### config.mk
export PLATFORM = sky130hd
export DESIGN_NAME = tetris_board_renderer
export DESIGN_NICKNAME = d
export VERILOG_FILES = /design/src/rtl/tetris_board_renderer.sv
export SDC_FILE = /design/constraint.sdc
export NUM_CORES = 1
export LEC_CHECK = 0
export CORE_AREA = 2 2 258 260
export CTS_CLUSTER_SIZE = 24
export DETAILED_ROUTE_END_ITERATION = 8
export DIE_AREA = 0 0 260 262
export GPL_ROUTABILITY_DRIVEN = 1
export PLACE_DENSITY = 0.38
export SETUP_SLACK_MARGIN = 0.5
export SLEW_MARGIN = 20
export SYNTH_ARGS = -nofsm -noshare
export SYNTH_HDL_FRONTEND = slang
export SYNTH_SLANG_ARGS = --single-unit
### constraint.sdc
create_clock -name Clk -period 5.78 [get_ports Clk]
set_input_delay 0.867 -clock Clk [delete_from_list [all_inputs] [get_ports Clk]]
set_output_delay 0.867 -clock Clk [all_outputs]
set_load 0.02 [all_outputs]
### src/rtl/tetris_board_renderer.sv
// rtl/tetris_board_renderer.sv - 2-stage playfield renderer with line-clear flash and mode shading
// S1 registers cell coordinates and region flags, S2 resolves the colour.
module tetris_board_renderer #(
   parameter int ROWS          = 20,
   parameter int COLS          = 10,
   parameter int CELL          = 24,
   parameter int ORIGIN_X      = 100,
   parameter int ORIGIN_Y      = 0,
   parameter int ACTIVE_H      = 480,
   parameter int FLASH_FRAMES  = 8,
   parameter int FLASH_TOGGLES = 6
) (
   input  logic                   Clk,
   input  logic                   Reset,
   input  logic [9:0]             DrawX,
   input  logic [9:0]             DrawY,
   input  logic                   vde,
   input  logic [ROWS*COLS*3-1:0] grid,
   input  logic [1:0]             mode,
   input  logic [ROWS-1:0]        clear_mask,
   input  logic                   clear_start,
   output logic                   in_board,
   output logic [3:0]             Red,
   output logic [3:0]             Green,
   output logic [3:0]             Blue,
   output logic                   vde_out,
   output logic                   clear_busy,
   output logic                   clear_done
);

   localparam int ROW_W = (ROWS > 1) ? $clog2(ROWS) : 1;
   localparam int COL_W = (COLS > 1) ? $clog2(COLS) : 1;
   localparam int FW    = $clog2(FLASH_FRAMES + 1);
   localparam int TW    = $clog2(FLASH_TOGGLES + 1);
   localparam bit BOTTOM_EN = (ORIGIN_Y + ROWS * CELL) < ACTIVE_H;

   localparam logic [1:0] MODE_START = 2'd0;
   localparam logic [1:0] MODE_PAUSE = 2'd2;
   localparam logic [1:0] MODE_OVER  = 2'd3;

   localparam logic [1:0] ST_IDLE  = 2'd0;
   localparam logic [1:0] ST_FLASH = 2'd1;
   localparam logic [1:0] ST_DONE  = 2'd2;

   // Signed offsets keep pixels left of / above the origin from wrapping into the board
   logic signed [10:0] w_dx, w_dy;
   logic w_x_in, w_y_in, w_x_edge, w_y_bottom, w_inside, w_border, w_line;

   assign w_dx       = $signed({1'b0, DrawX}) - $signed(11'(ORIGIN_X));
   assign w_dy       = $signed({1'b0, DrawY}) - $signed(11'(ORIGIN_Y));
   assign w_x_in     = !w_dx[10] && (w_dx[9:0] < 10'(COLS * CELL));
   assign w_y_in     = !w_dy[10] && (w_dy[9:0] < 10'(ROWS * CELL));
   assign w_x_edge   = (w_dx == -11'sd1) || (w_dx == $signed(11'(COLS * CELL)));
   assign w_y_bottom = BOTTOM_EN && (w_dy == $signed(11'(ROWS * CELL)));
   assign w_inside   = w_x_in && w_y_in;
   assign w_border   = (w_x_edge && (w_y_in || w_y_bottom)) || (w_y_bottom && w_x_in);
   assign w_line     = ((w_dx[9:0] % 10'(CELL)) == 10'd0) || ((w_dy[9:0] % 10'(CELL)) == 10'd0);

   logic             r_s1_inside, r_s1_border, r_s1_line, r_s1_vde;
   logic [ROW_W-1:0] r_s1_row;
   logic [COL_W-1:0] r_s1_col;
   logic [1:0]       r_s1_mode;

   always_ff @(posedge Clk) begin
      if (Reset) begin
         r_s1_inside <= 1'b0;
         r_s1_border <= 1'b0;
         r_s1_line   <= 1'b0;
         r_s1_vde    <= 1'b0;
         r_s1_row    <= '0;
         r_s1_col    <= '0;
         r_s1_mode   <= 2'd0;
      end else begin
         r_s1_inside <= w_inside;
         r_s1_border <= w_border;
         r_s1_line   <= w_line;
         r_s1_vde    <= vde;
         r_s1_row    <= w_inside ? ROW_W'(w_dy[9:0] / 10'(CELL)) : '0;
         r_s1_col    <= w_inside ? COL_W'(w_dx[9:0] / 10'(CELL)) : '0;
         r_s1_mode   <= mode;
      end
   end

   logic w_tick_cond, w_frame_tick, r_tick_prev;
   assign w_tick_cond  = (DrawY == 10'(ACTIVE_H)) && (DrawX == 10'd0);
   assign w_frame_tick = w_tick_cond && !r_tick_prev;

   logic [1:0]      r_state;
   logic            r_phase, r_clear_done;
   logic [FW-1:0]   r_frame_cnt, r_fade_frames;
   logic [TW-1:0]   r_toggle_cnt;
   logic [ROWS-1:0] r_mask;
   logic [3:0]      r_fade;

   always_ff @(posedge Clk) begin
      if (Reset) begin
         r_tick_prev  <= 1'b0;
         r_state      <= ST_IDLE;
         r_phase      <= 1'b0;
         r_frame_cnt  <= '0;
         r_toggle_cnt <= '0;
         r_mask       <= '0;
         r_clear_done <= 1'b0;
      end else begin
         r_tick_prev  <= w_tick_cond;
         r_clear_done <= 1'b0;
         case (r_state)
            ST_IDLE: begin
               if (clear_start) begin
                  if (clear_mask != '0) begin
                     r_mask       <= clear_mask;
                     r_phase      <= 1'b1;
                     r_frame_cnt  <= '0;
                     r_toggle_cnt <= '0;
                     r_state      <= ST_FLASH;
                  end else begin
                     r_clear_done <= 1'b1;
                  end
               end
            end
            ST_FLASH: begin
               if (w_frame_tick) begin
                  if (r_frame_cnt == FW'(FLASH_FRAMES - 1)) begin
                     r_frame_cnt  <= '0;
                     r_phase      <= ~r_phase;
                     r_toggle_cnt <= r_toggle_cnt + 1'b1;
                     if (r_toggle_cnt == TW'(FLASH_TOGGLES - 1)) begin
                        r_state      <= ST_DONE;
                        r_clear_done <= 1'b1;
                     end
                  end else begin
                     r_frame_cnt <= r_frame_cnt + 1'b1;
                  end
               end
            end
            ST_DONE: begin
               r_state      <= ST_IDLE;
               r_mask       <= '0;
               r_phase      <= 1'b0;
               r_toggle_cnt <= '0;
            end
            default: r_state <= ST_IDLE;
         endcase
      end
   end

   assign clear_busy = (r_state == ST_FLASH) || (r_state == ST_DONE);
   assign clear_done = r_clear_done;

   always_ff @(posedge Clk) begin
      if (Reset || (mode != MODE_OVER)) begin
         r_fade        <= 4'd0;
         r_fade_frames <= '0;
      end else if (w_frame_tick) begin
         if (r_fade_frames == FW'(FLASH_FRAMES - 1)) begin
            r_fade_frames <= '0;
            if (r_fade != 4'd15) r_fade <= r_fade + 4'd1;
         end else begin
            r_fade_frames <= r_fade_frames + 1'b1;
         end
      end
   end

   function automatic logic [3:0] fade_sub(input logic [3:0] ch, input logic [3:0] f);
      return (ch > f) ? (ch - f) : 4'd0;
   endfunction

   logic [15:0] w_cell_idx, w_bit_idx;
   logic [2:0]  w_code;
   logic [11:0] w_pal, w_rgb;

   assign w_cell_idx = 16'(r_s1_row) * 16'(COLS) + 16'(r_s1_col);
   assign w_bit_idx  = w_cell_idx * 16'd3;

   always_comb begin
      w_code = grid[w_bit_idx +: 3];
      case (w_code)
         3'd0:    w_pal = 12'h007;
         3'd1:    w_pal = 12'h0FF;
         3'd2:    w_pal = 12'h00F;
         3'd3:    w_pal = 12'hF80;
         3'd4:    w_pal = 12'hFF0;
         3'd5:    w_pal = 12'h0F0;
         3'd6:    w_pal = 12'h80F;
         default: w_pal = 12'hF00;
      endcase
      w_rgb = 12'h104;
      if (r_s1_inside) begin
         if (r_s1_line)
            w_rgb = 12'h02F;
         else if ((r_state == ST_FLASH) && r_phase && r_mask[r_s1_row])
            w_rgb = 12'hFFF;
         else
            w_rgb = w_pal;
         case (r_s1_mode)
            MODE_START: if (!r_s1_line) w_rgb = 12'h007;
            MODE_PAUSE: w_rgb = {1'b0, w_rgb[11:9], 1'b0, w_rgb[7:5], 1'b0, w_rgb[3:1]};
            MODE_OVER:  w_rgb = {fade_sub(w_rgb[11:8], r_fade), fade_sub(w_rgb[7:4], r_fade),
                                 fade_sub(w_rgb[3:0], r_fade)};
            default: ;
         endcase
      end else if (r_s1_border) begin
         w_rgb = 12'h08F;
      end
   end

   always_ff @(posedge Clk) begin
      if (Reset) begin
         in_board <= 1'b0;
         vde_out  <= 1'b0;
         Red      <= 4'd0;
         Green    <= 4'd0;
         Blue     <= 4'd0;
      end else begin
         in_board             <= r_s1_inside || r_s1_border;
         vde_out              <= r_s1_vde;
         {Red, Green, Blue}   <= r_s1_vde ? w_rgb : 12'h000;
      end
   end

endmodule

==> results_dict.tcl, run 1 <==
set metrics [dict create \
    area_growth_pct 83.7 \
    cts.path.max_buffers 2 \
    synth_top_area_frac 0.364 \
    stdcell_count 2619 \
    start_util 0.161 \
    synth_top_area_cell "mux4_2" \
    pin_count 662 \
    die_area_sq_um 68100 \
    synth_compound_area_frac 0.154 \
    syn-num-nets 1748 \
    arrival_ns 5.72 \
    clk_latency_ns 0.34 \
    critPathBufInv 5 \
    gp_congestion 0.905 \
    syn_area_per_cell_sq_um 9.88 \
    rsz0062_at_grt "true" \
    dpl.cell_count 2566 \
    synth_top_family_by_area "multiplexers" \
    synth.most_common_cell "mux4_2" \
    vdd_drop_max_uv 101 \
    yosysSeqAreaShare 0.131 \
    grt_pass1_vias 13132 \
    muxShareOfSynthArea 0.409 \
    final_core_util 0.296 \
    maxCapViolCount 0 \
    antenna_found_initial 11 \
    fp.dieH_um 262 \
    grt_max_degree 55 \
    vias_per_cell 4.69 \
    hold_viol 0 \
    synth_edf_count 0 \
    min_from "r_mask[19]" \
    top_layer "met5" \
    yosys_most_used_dff "dfxtp_1" \
    grt_pass1_wl_um 94000 \
    ys_types 89 \
    cts.sinks 69 \
    num_vias 12282 \
    wl_met2_um 34600 \
    holdCritPathClass "reg -> reg" \
    fin_skew_ns 0.0132 \
    yosys.area_share.simple 0.166 \
    syn_area_sq_um 10500 \
    dr_wl_met3_um 4690 \
    required_ns 6.01 \
    fmax_mhz 182 \
    final_max_slew_viol_count 0 \
    setup_ws_ns 0.292 \
    num_rows 94 \
    period_share 0.949 \
    post-place-ws_ns -0.259 \
    drt_wl_total_um 66900 \
    cp_max_fo 6 \
    slowest_delay_ns 0.86 \
    min_period_ns 5.49 \
    setup_viol 0 \
    postSynthCellCount 1063 \
    worst_setup_path_start_kind "flip-flop" \
    grt_overflow 0 \
    cts_tree "built" \
    outcome "complete, no violations" \
    ys_ff_latch 69 \
    p_leak_nw 6.57 \
    synthAdderAreaFrac 0.0510 \
    drive_gt1_frac 0.203 \
    core_area_sq_um 65300 \
    die_w_um 260 \
    worst-setup-path-type "reg -> reg" \
    critPathSlowestCell "fa_4" \
    num-nets-final 2428 \
    drt.antenna.violating_nets 0 \
    cts-root-buf "clkbuf_16" \
    p_per_area_nw_per_um2 143 \
    synth_common_cells "170 x mux4_2, 104 x nor2_1, 83 x nand2_1" \
    relSlewSlack 0.463 \
    port-buffer-count 661 \
    cpLargestDelayFamily "compound AO/OA/AOI/OAI gates" \
    worstSetupEndpointType "flip-flop" \
    async_reset_ff_frac 0 \
    ys.warnings.count 0 \
    r2r_start "r_s1_row[0]" \
    drtIter0Drc 595 \
    grt_usage 0.190 \
    yosys.area_share.xor_xnor 0.0298 \
    crit_path_cell_trace "ha_4 -> fa_4 -> buf_12 -> buf_16 -> mux4_2 -> mux4_2 -> a21boi_4 -> a2111oi_4 -> o41ai_4 -> buf_4 -> and2_4 -> mux2_4 -> nand2b_4 -> inv_4 -> ha_4 -> fa_2 -> nor2b_1 -> o21a_1 -> o21bai_1 -> a41o_1 -> o21ai_2 -> buf_4 -> o311a_1" \
    wl_per_cell_um 25.5 \
    wl_met1_um 26700 \
    worst_pin_slew_ns 0.806 \
    cts_buffers 9 \
    yosys-top-cells-area "mux4_2 36%, dfxtp_1 13%, ha_1 4.0%" \
    htreeDepth 3 \
    drc_errors 0 \
    hold-worst-slack_ns 0.489 \
    place_hpwl_um 57500 \
    clkTransAtPathRegs_ns 0.07 \
    startpoint "r_s1_row[0]" \
    dr.pass1.iters 4 \
]
## routing by layer
layer,global-route usage,up-vias
met2,0.352,471
met5,0,-
li1,-,5629
met4,0.0353,4
met3,0.0445,34
met1,0.222,6144
## registers in the layout (all words and copies together), names as in the netlist, 2 cells and up
register / cells
r_s1_row: 5
r_mask: 20
r_fade_frames: 4
Blue: 4
r_s1_mode: 2
Green: 4
r_frame_cnt: 4
r_s1_col: 4
r_toggle_cnt: 3
Red: 4
r_fade: 4
r_state: 2
## layout by cell type, fill, tap and decap left out, types with 16 or more instances in the layout
master and n:
ha_1 28, inv_1 34, nor3b_1 24, o21ai_0 32, xnor2_1 17, nand3_1 24, nor3_1 26, nand2_1 81
a21oi_1 58, clkdlybuf4s50_1 661, mux2i_1 33, dfxtp_1 65, nor2_1 100, buf_4 70, nand4_1 16, mux4_2 170
## power by group
group	switching [mW]	total [mW]	internal (mW)
clock network	0.244	0.545	0.301
logic	0.741	1.68	0.939
registers	0.0272	0.541	0.514
## metrics by stage
step                      power (mW)  cell area (sq um)  TNS, ns
final                           2.77              19300        0
after global routing            2.96              19300        0
after CTS                       2.77              19000        0
after detailed placement        2.14              18300   -0.625
after global placement          2.13              18300   -0.372
after floorplan                 1.35              10500        0
## cell families after synthesis
group,count (synthesis)
AND/OR/NAND/NOR,356
AO/OA/AOI/OAI,231
multiplexers,215
buffers and inverters,120
flip-flops,69
adder cells (fa/ha/maj),40
XOR/XNOR,32
## what timing repair did
| action | 4_1_cts | 5_1_grt |
|---|---|---|
| setup buffers | 19 | 9 |
| cloned | 1 | 1 |
| hold buffers | 0 | 0 |
| setup endpoints to repair | 12 | 12 |
| pin swaps | 17 | 20 |
| gates resized for setup | 52 | 34 |
## worst register-to-register path, stage by stage, from the launching register on
cell and delay, ns:
dfxtp_4 0.35, ha_4 0.16, fa_4 0.86, buf_12 0.14, buf_16 0.11, mux4_2 0.28, mux4_2 0.57, a21boi_4 0.18
a2111oi_4 0.26, o41ai_4 0.15, buf_4 0.16, and2_4 0.15, mux2_4 0.30, nand2b_4 0.18, inv_4 0.08, ha_4 0.13
fa_2 0.20, nor2b_1 0.05, o21a_1 0.16, o21bai_1 0.19, a41o_1 0.19, o21ai_2 0.08, buf_4 0.16, o311a_1 0.27
## path summary, 6_finish.rpt
path,to,slack [ns],cells past startpoint
min,r_mask[19],0.49,2
max,Blue[2],0.29,23
max reg2reg,Blue[2],0.29,23
min reg2reg,r_mask[19],0.49,2
## cell type report
| cell class | count | area, sq um |
|---|---|---|
| Inverter | 36 | 138 |
| Clock buffer | 9 | 225 |
| Timing Repair Buffer | 753 | 7530 |
| Antenna cell | 7 | 17.5 |
| Clock inverter | 7 | 62.6 |
| Multi-Input combinational cell | 874 | 8860 |
| Fill cell | 6790 | 46000 |
| Sequential cell | 69 | 1390 |
| Tap cell | 864 | 1080 |
(Power assumes the default switching activity.)
==> inputs of run 2 (changes only) <==
- GPL_ROUTABILITY_DRIVEN: 1 -> default
==> results of run 2 <==
No change in the layout: final DEF, timing and power equal those of run 1.
==> inputs of run 3 (changes only) <==
- TNS_END_PERCENT: default -> 20
==> results_dict.tcl, run 3 (synthesis results as in run 1) <==
set metrics [dict create \
    largest_register_ffs 20 \
    hold_buffers 0 \
    setup_viol 0 \
    regMostFlops "r_mask" \
    grt_pass1_wl_um 93600 \
    port-buffer-count 661 \
    reg2reg_depth 23 \
    grt_usage 0.189 \
    fin_skew_ns 0.0128 \
    min_from "r_mask[19]" \
    r2r_start "r_s1_row[0]" \
    num_rows 94 \
    drive_gt1_frac 0.196 \
    holdPathStages 2 \
    drc_errors 0 \
    fmax_mhz 183 \
    required_ns 6.01 \
    slowest_delay_ns 0.86 \
    gp_congestion 0.905 \
    regToRegSetupSlack_ns 0.33 \
    reg.largest.list "r_mask (20), r_s1_row (5)" \
    place_hpwl_um 57500 \
    worstSetupEndpointType "flip-flop" \
    fp.dieH_um 262 \
    critPathSlowestCell "fa_4" \
    startpoint "r_s1_row[0]" \
    hold_viol 0 \
    cts.path.max_buffers 2 \
    drtIter0Drc 603 \
    post-place-ws_ns -0.259 \
    htreeDepth 3 \
    cts_tree "built" \
    fillers 6786 \
    crit_path_cell_trace "ha_4 -> fa_4 -> buf_12 -> buf_16 -> mux4_2 -> mux4_2 -> a21boi_4 -> a2111oi_4 -> o41ai_4 -> buf_4 -> and2_4 -> mux2_4 -> nand2b_4 -> inv_2 -> ha_4 -> fa_2 -> nor2b_1 -> o21a_1 -> o21bai_1 -> a41o_1 -> o21ai_1 -> a311o_1 -> o311a_1" \
    grt_max_degree 55 \
    drt.antenna.violating_nets 0 \
    cts-root-buf "clkbuf_16" \
    drt_wl_total_um 66800 \
    cts.sinks 69 \
    worst-setup-path-type "reg -> reg" \
    arrival_ns 5.69 \
    vias_per_cell 4.67 \
    wl_per_cell_um 25.5 \
    total_power_mw 2.73 \
    cts_buffers 9 \
    num_vias 12217 \
    worst_pin_slew_ns 0.801 \
    seq_area_sq_um 1390 \
    holdCritPathClass "reg -> reg" \
    final_max_slew_viol_count 0 \
    hold_end "r_mask[19]" \
    r2r-end "Blue[2]" \
    die_w_um 260 \
    clk_latency_ns 0.35 \
    stdcell_count 2616 \
    setup_ws_ns 0.326 \
    maxCapViolCount 0 \
    clkTransAtPathRegs_ns 0.07 \
    min_period_ns 5.45 \
    p_leak_nw 6.54 \
    vdd_drop_max_uv 104 \
    relSlewSlack 0.466 \
    worst_setup_path_start_kind "flip-flop" \
    dr.pass1.iters 4 \
    final_common_cell "clkdlybuf4s50_1" \
    die_area_sq_um 68100 \
    pin_count 662 \
    start_util 0.161 \
    final_cell_mix "661 x clkdlybuf4s50_1, 170 x mux4_2, 101 x nor2_1" \
    grt_pass1_vias 13099 \
    area_growth_pct 82.8 \
    antenna_found_initial 11 \
    p_per_area_nw_per_um2 142 \
    grt_overflow 0 \
    num-nets-final 2426 \
    dpl.cell_count 2566 \
    fin_tns_setup_ns 0 \
    multi_input_area_sq_um 8790 \
    outcome "complete, no violations" \
    period_share 0.944 \
    cp_max_fo 6 \
    core_area_sq_um 65300 \
    rsz0062_at_grt "true" \
]
## run 3: power breakdown
| part | total [mW] | internal, mW | switching [mW] |
|---|---|---|---|
| sequential | 0.541 | 0.514 | 0.0271 |
| clock | 0.546 | 0.301 | 0.245 |
| combinational | 1.64 | 0.918 | 0.724 |
## run 3: layout make-up
cell class                 instances  area share
antenna                            6    0.000782
sequential                        69      0.0725
timing repair buffer             751       0.391
multi-input combinational        874       0.458
inverter                          36     0.00704
clock inverter                     7     0.00326
clock buffer                       9      0.0117
tap                              864      0.0563
## run 3: critical path, delay by kind of cell, from the launching register on
family / cells / cell delay (ns)
buffers and inverters: 4 / 0.50
adders and majority gates: 4 / 1.37
AOI/OAI and AO/OA: 9 / 1.58
DFF: 1 / 0.35
muxes: 3 / 1.17
and+or+nand+nor: 3 / 0.36
## run 3: worst max path at each step
| stage | endpoint | slack, ns |
|---|---|---|
| final | Blue[2] | 0.33 |
| after floorplan | Green[2] | 0.53 |
| after CTS | Blue[2] | 0.25 |
| after detailed placement | Green[2] | -0.26 |
| after global placement | Green[2] | -0.16 |
| after global routing | Green[1] | 0.14 |
## run 3: repair_timing
action,in CTS,in global routing
setup endpoints to repair,12,12
setup buffers,16,9
cloned,1,2
pin swaps,12,19
resized for setup,33,33
## run 3: routing by layer
metal / vias to the layer above / GRT usage / wire (um)
li1: 5622 / - / -
met1: 6088 / 0.222 / 26600
met2: 471 / 0.351 / 34400
met3: 32 / 0.0449 / 4830
met4: 4 / 0.0329 / 870
met5: - / 0 / 32
## run 3: through the flow
step	area (sq um)	hold slack, ns	utilization
after floorplan	10500	0.438	-
after global placement	18300	0.463	0.281
after detailed placement	18300	0.475	0.281
after CTS	18900	0.493	0.290
after global routing	19200	0.521	0.294
final	19200	0.489	0.294
